==> config.mk <==
export PLATFORM = sky130hd
export DESIGN_NAME = uart_bit_timer
export DESIGN_NICKNAME = d
export VERILOG_FILES = /design/src/rtl/uart_pkg.sv /design/src/rtl/uart_bit_timer.sv
export SDC_FILE = /design/constraint.sdc
export NUM_CORES = 1
export LEC_CHECK = 0
export ABC_AREA = 1
export CORE_MARGIN = 2
export CORE_UTILIZATION = 50
export CTS_CLUSTER_SIZE = 30
export DETAILED_ROUTE_END_ITERATION = 12
export PLACE_DENSITY_LB_ADDON = 0.12
export SYNTH_ARGS = -nofsm -noshare
export SYNTH_HDL_FRONTEND = slang
export SYNTH_SLANG_ARGS = --single-unit
==> constraint.sdc <==
create_clock -name clk -period 2.38 [get_ports clk]
set_clock_uncertainty 0.05 [all_clocks]
set_input_delay 0.476 -clock clk [delete_from_list [all_inputs] [get_ports clk]]
set_output_delay 0.476 -clock clk [all_outputs]
set_load 0.01 [all_outputs]
==> src/rtl/uart_pkg.sv <==
// rtl/uart_pkg.sv - shared UART divisor constants, rate encodings and timer state type
package uart_pkg;

  // Clocks per bit at a 50 MHz system clock
  localparam int unsigned UART_DIV_9600   = 5208;
  localparam int unsigned UART_DIV_115200 = 434;
  localparam int unsigned UART_DIV_230400 = 217;
  localparam int unsigned UART_DIV_1M8    = 27;

  localparam logic [1:0] RATE_9600   = 2'd0;
  localparam logic [1:0] RATE_115200 = 2'd1;
  localparam logic [1:0] RATE_230400 = 2'd2;
  localparam logic [1:0] RATE_1M8    = 2'd3;

  typedef enum logic {
    ST_IDLE = 1'b0,
    ST_RUN  = 1'b1
  } timer_state_t;

endpackage

==> src/rtl/uart_bit_timer.sv <==
// rtl/uart_bit_timer.sv - UART bit-period timer with bit/mid-bit strobes and frame framing
module uart_bit_timer
  import uart_pkg::*;
#(
  parameter int unsigned CNT_W  = 13,
  parameter int unsigned BITS_W = 4,
  parameter int unsigned DIV0   = UART_DIV_9600,
  parameter int unsigned DIV1   = UART_DIV_115200,
  parameter int unsigned DIV2   = UART_DIV_230400,
  parameter int unsigned DIV3   = UART_DIV_1M8
) (
  input  logic              clk,
  input  logic              rst,
  input  logic              start,
  input  logic              abort,
  input  logic [1:0]        rate_sel,
  input  logic [BITS_W-1:0] frame_bits,
  output logic              busy,
  output logic              bit_tick,
  output logic              mid_tick,
  output logic [BITS_W-1:0] bit_idx,
  output logic              frame_done
);

  localparam longint unsigned DIV_MAX = (64'd1 << CNT_W) - 64'd1;

  if (DIV0 < 2 || DIV1 < 2 || DIV2 < 2 || DIV3 < 2) begin : g_div_min
    $error("uart_bit_timer: every divisor must be at least 2");
  end
  if (DIV0 > DIV_MAX || DIV1 > DIV_MAX || DIV2 > DIV_MAX || DIV3 > DIV_MAX) begin : g_div_fit
    $error("uart_bit_timer: a divisor does not fit in CNT_W bits");
  end

  localparam logic [CNT_W-1:0]  D0      = CNT_W'(DIV0);
  localparam logic [CNT_W-1:0]  D1      = CNT_W'(DIV1);
  localparam logic [CNT_W-1:0]  D2      = CNT_W'(DIV2);
  localparam logic [CNT_W-1:0]  D3      = CNT_W'(DIV3);
  localparam logic [CNT_W-1:0]  CNT_ONE = CNT_W'(1);
  localparam logic [BITS_W-1:0] LEN_ONE = BITS_W'(1);

  timer_state_t      state, state_nxt;
  logic [CNT_W-1:0]  cnt, cnt_nxt;
  logic [CNT_W-1:0]  div_q, div_nxt;
  logic [BITS_W-1:0] len_q, len_nxt;
  logic [BITS_W-1:0] idx_nxt;
  logic [CNT_W-1:0]  div_sel;
  logic              run;
  logic              last_bit;
  logic              launch;

  always_comb begin
    case (rate_sel)
      RATE_9600:   div_sel = D0;
      RATE_115200: div_sel = D1;
      RATE_230400: div_sel = D2;
      default:     div_sel = D3;
    endcase
  end

  // All strobes decode from registered state so they are glitch-free one-cycle pulses
  assign run        = (state == ST_RUN);
  assign busy       = run;
  assign bit_tick   = run && (cnt == div_q - CNT_ONE);
  assign mid_tick   = run && (cnt == (div_q >> 1));
  assign last_bit   = (bit_idx == len_q - LEN_ONE);
  assign frame_done = bit_tick && last_bit;
  assign launch     = start && (frame_bits != '0);

  always_comb begin
    state_nxt = state;
    cnt_nxt   = cnt;
    div_nxt   = div_q;
    len_nxt   = len_q;
    idx_nxt   = bit_idx;
    if (abort) begin
      // abort also swallows a coincident start
      if (run) begin
        state_nxt = ST_IDLE;
        cnt_nxt   = '0;
        idx_nxt   = '0;
      end
    end else if (launch) begin
      state_nxt = ST_RUN;
      cnt_nxt   = '0;
      idx_nxt   = '0;
      div_nxt   = div_sel;
      len_nxt   = frame_bits;
    end else if (run) begin
      if (bit_tick) begin
        cnt_nxt = '0;
        if (last_bit) begin
          state_nxt = ST_IDLE;
          idx_nxt   = '0;
        end else begin
          idx_nxt = bit_idx + LEN_ONE;
        end
      end else begin
        cnt_nxt = cnt + CNT_ONE;
      end
    end
  end

  always_ff @(posedge clk or negedge rst) begin
    if (!rst) begin
      state   <= ST_IDLE;
      cnt     <= '0;
      div_q   <= D0;
      len_q   <= '0;
      bit_idx <= '0;
    end else begin
      state   <= state_nxt;
      cnt     <= cnt_nxt;
      div_q   <= div_nxt;
      len_q   <= len_nxt;
      bit_idx <= idx_nxt;
    end
  end

endmodule

==> impl_table.tex <==
\begin{tabular}{lr}
\hline
Metric & Value \\
\hline
\multicolumn{2}{l}{\textbf{Global route}} \\
Vias in the first global route & between 1500 and 2000 \\
Initial antenna violation count & 0 \\
Overflow after GRT & 0 \\
Largest net degree at the start of global routing & 30 \\
Global-route wire length before repair & about 8400 microns \\
Gr usage total & between 20 and 25\% \\
\multicolumn{2}{l}{\textbf{Clock network}} \\
Quantity of hold-fixing buffers added after cts & 0 \\
Post-CTS clock slew at the launch and capture registers of the worst setup and hold paths & approximately 0.060 ns \\
Source-to-sink clock delay at the later pin of the worst-skew pair & around 0.28 ns \\
Num CTS Buffers & 5 \\
TritonCTS clock tree & done \\
Root buffer selected by CTS & sky130\_fd\_sc\_hd\_\_clkbuf\_8 \\
Sink count of the clock tree & 29 \\
Worst-case clock buffer depth & 2 \\
Clock H-tree levels & 2 \\
\multicolumn{2}{l}{\textbf{Cells and area}} \\
Final antenna diode count & 0 \\
Count of non-filler cells in the finished layout & about 380 \\
Synth-to-layout area growth & 20.45\% \\
Final std cell area, no fill & 0.002484 sq mm \\
Layout cells sized above 1 & approximately 15\% \\
Fillers & approximately 390 \\
Layout net count & roughly 350 \\
\multicolumn{2}{l}{\textbf{Detailed routing}} \\
Post-detailed-route count of antenna-violating nets & 0 \\
Total wire length after detailed routing & a little under 5000 microns \\
Routed vias/inst & about 5.2 \\
Total number of vias & slightly below 2000 \\
Post-route DRC & 0 \\
Wire per inst & 13.18 microns \\
Pre-antenna DRT Iters & 4 \\
Number of design-rule violations left by the first detailed-router iteration & between 100 and 150 \\
\multicolumn{2}{l}{\textbf{STA}} \\
Slew headroom & between 70\% and 80\% \\
Worst setup slack after layout & -0.006569 ns \\
Shortest period the worst path allows & $\sim$2.4 ns \\
Number of failing setup endpoints in the final timing report & 1 \\
Final Cycle Share & 100.3\% \\
Pins over their slew limit & 0 \\
Max Fclk & roughly 420 MHz \\
Transition time of the tightest slew-check pin & $\sim$0.39 ns \\
RSZ-0062 raised after global routing & yes \\
Hold violation total from the final report & 0 \\
\multicolumn{2}{l}{\textbf{Logic synthesis}} \\
Fraction of post-synthesis cell area in the top cell type by area & between 30\% and 40\% \\
Top post-synthesis cells by count & 88 x sky130\_fd\_sc\_hd\_\_nand2\_1, 37 x sky130\_fd\_sc\_hd\_\_nor2\_1, 34 x sky130\_fd\_sc\_hd\_\_inv\_1 \\
Sequential fraction of the synthesis area & 35.38\% \\
Cell area after technology mapping & 0.002062 sq mm \\
Post-synthesis register bit count & 29 \\
Leading area contributor after synthesis & sky130\_fd\_sc\_hd\_\_dfrtp\_1 \\
Synthesized area per cell & slightly above 7 sq um \\
Most repeated cell in the gate-level netlist after synthesis & sky130\_fd\_sc\_hd\_\_nand2\_1 \\
Dominant synthesized flop cell & sky130\_fd\_sc\_hd\_\_dfrtp\_1 \\
Post-synthesis cell type count & 33 \\
Area contributors post-synth & sky130\_fd\_sc\_hd\_\_dfrtp\_1 32\%, sky130\_fd\_sc\_hd\_\_nand2\_1 16\%, sky130\_fd\_sc\_hd\_\_nor2\_1 6.7\%, sky130\_fd\_sc\_hd\_\_inv\_1 6.2\%, sky130\_fd\_sc\_hd\_\_ha\_1 6.1\% \\
Count of flip-flops with a built-in enable after synthesis & 0 \\
Count of synthesis-stage warnings from yosys & 0 \\
Async set-or-reset flop fraction in the synthesized netlist & 100.0\% \\
Mapped Nets & between 300 and 400 \\
Post-Syn Instances & 290 \\
\multicolumn{2}{l}{\textbf{Critical path}} \\
Slowest stage cell on the critical path & sky130\_fd\_sc\_hd\_\_dfrtp\_1 \\
Required time of the worst setup path & 1.85 ns \\
Kind of end point of the critical path & output port \\
Category of the most critical setup path & flip-flop to output port \\
Arrival @ worst endpoint & $\sim$1.9 ns \\
CP startpoint kind & flip-flop \\
Critical Path, Cell by Cell & inv\_2 > ha\_4 > ha\_4 > xor2\_2 > nand2\_1 > nor2\_1 > nand4\_1 > nor2\_1 > buf\_2 \\
CP peak stage delay & roughly 0.38 ns \\
Dominant delay contributor by cell family on the critical path & adder cells \\
Number of buffers and inverters on the critical path & 2 \\
Maximum fanout along the worst path & 2 \\
\multicolumn{2}{l}{\textbf{Flow run}} \\
Count of maximum capacitance violations & 0 \\
\multicolumn{2}{l}{\textbf{Power}} \\
Leakage & around 1.2 nW \\
Post-layout total power & 0.001413 W \\
Maximum vdd drop & just over 0.0004 V \\
Power density over the cells & about 570 mW/mm\^{}2 \\
\multicolumn{2}{l}{\textbf{Status}} \\
Violated checks & setup timing \\
Run status & complete, but fails checks \\
\multicolumn{2}{l}{\textbf{Place}} \\
Total placed cells including tap cells & around 370 \\
Number of I/O port buffers & 17 \\
Final estimated routing congestion in global placement & between 0.8 and 0.9 \\
DP Area & around 0.0023 sq mm \\
Detailed Place HPWL & roughly 3700 microns \\
\multicolumn{2}{l}{\textbf{Floorplanning}} \\
Vertical extent of the die & 68.22 microns \\
Area of the placeable core & 0.003971 sq mm \\
Row Count & 23 \\
IO Pins & 18 \\
Total die area & around 0.0047 sq mm \\
Width of the chip & 68.22 microns \\
Starting utilization of the core area & roughly half \\
\multicolumn{2}{l}{\textbf{Worst hold path}} \\
Min-Delay Path Class & flip-flop to flip-flop \\
\hline
\end{tabular}
[power breakdown]
part	switching (W)	leakage [nW]	internal [W]
logic	0.000199	0.759	0.000178
registers	0.0000436	0.379	0.000535
clock network	0.000196	0.0542	0.000261
[cell type report]
class | count | area, sq um | area share [%]
Sequential cell | 29 | 729.5 | 29.37
Timing Repair Buffer | 34 | 286.5 | 11.54
Tap cell | 50 | 62.56 | 2.519
Multi-Input combinational cell | 218 | 1165 | 46.90
Clock inverter | 1 | 5.005 | 0.2015
Clock buffer | 7 | 96.34 | 3.879
Inverter | 37 | 138.9 | 5.592
[kinds of logic (layout without fill, tap and decap cells)]
logic type               count (synthesis)  count (layout)  synth area share, %
buffers and inverters                   43              79                9.344
flip-flops                              29              29                35.38
adder cells (fa/ha/maj)                 10              10                6.068
AO/OA/AOI/OAI                           36              36                9.466
XOR/XNOR                                11              11                5.764
AND/OR/NAND/NOR                        161             161                33.98
[registers in the layout (all words and copies together) (netlist names)]
name and cells:
cnt 13, bit_idx 4, busy 1, len_q 4, div_q 7
[tightest hold or removal path: stages (launching register included)]
cell and delay, ns:
sky130_fd_sc_hd__dfstp_2 0.39, sky130_fd_sc_hd__nand2_1 0.06, sky130_fd_sc_hd__nand2_1 0.05
[worst paths after layout]
| kind | cells after the start | from | slack, ns | endpoint |
|---|---|---|---|---|
| worst max-delay path | 9 | div_q[0]$_DFFE_PN0P_ | -0.007 | frame_done |
| min in group asynchronous | 2 | rst | 0.54 | div_q[8]$_DFFE_PN0P_ |
| worst min register to register | 2 | div_q[10]$_DFFE_PN1P_ | 0.46 | div_q[10]$_DFFE_PN1P_ |
| max in group asynchronous | 2 | rst | 1.43 | div_q[10]$_DFFE_PN1P_ |
| worst max register to register | 12 | div_q[0]$_DFFE_PN0P_ | 0.39 | cnt[5]$_DFFE_PN0P_ |
| worst min-delay path | 2 | div_q[10]$_DFFE_PN1P_ | 0.46 | div_q[10]$_DFFE_PN1P_ |
[routing by layer]
layer  wire length (microns)  up-vias  global-route usage, %
met5                       0        -                      0
met4                      71        0                  8.500
met3                     219        8                  5.263
met2                    2374       43                  42.23
met1                    2290      906                  30.54
li1                        -      992                      -
[through the flow]
stage                     hold slack (ns)   TNS [ns]  utilization, %  setup WS (ns)
after floorplan                    0.1304          0               -         0.3725
after global placement             0.4451    -0.2008           59.07        -0.1221
after detailed placement           0.4539    -0.3110           59.07        -0.1828
after CTS                          0.4638          0           61.91       0.001307
after global routing               0.4843    -0.1586           62.54        -0.1023
final                              0.4557  -0.006569           62.54      -0.006569
[cells in the final DEF, fill, tap and decap left out, types with 2 or more instances in the layout]
cell                              instances
sky130_fd_sc_hd__a21oi_1                  7
sky130_fd_sc_hd__buf_2                    2
sky130_fd_sc_hd__buf_4                   17
sky130_fd_sc_hd__clkbuf_8                 7
sky130_fd_sc_hd__clkdlybuf4s50_1         14
sky130_fd_sc_hd__dfrtp_1                 26
sky130_fd_sc_hd__dfstp_2                  3
sky130_fd_sc_hd__ha_1                     8
sky130_fd_sc_hd__ha_4                     2
sky130_fd_sc_hd__inv_1                   32
sky130_fd_sc_hd__inv_2                    4
sky130_fd_sc_hd__nand2_1                 88
sky130_fd_sc_hd__nand2_2                  2
sky130_fd_sc_hd__nand2_4                  2
sky130_fd_sc_hd__nand3_1                 13
sky130_fd_sc_hd__nand3_2                  3
sky130_fd_sc_hd__nand3b_1                 3
sky130_fd_sc_hd__nand4_1                  6
sky130_fd_sc_hd__nor2_1                  37
sky130_fd_sc_hd__nor2_2                   2
sky130_fd_sc_hd__nor3_1                   3
sky130_fd_sc_hd__o21ai_0                 21
sky130_fd_sc_hd__o21ai_1                  2
sky130_fd_sc_hd__o22ai_1                  2
sky130_fd_sc_hd__xnor2_1                  4
sky130_fd_sc_hd__xnor2_2                  2
sky130_fd_sc_hd__xor2_1                   4
[timing repair]
| action | 4_1_cts | 5_1_grt |
|---|---|---|
| pin swaps | 4 | 1 |
| setup endpoints to repair | 3 | 2 |
| buffers inserted | 1 | 2 |
| gates resized for setup | 12 | 2 |
(Power assumes the default switching activity.)
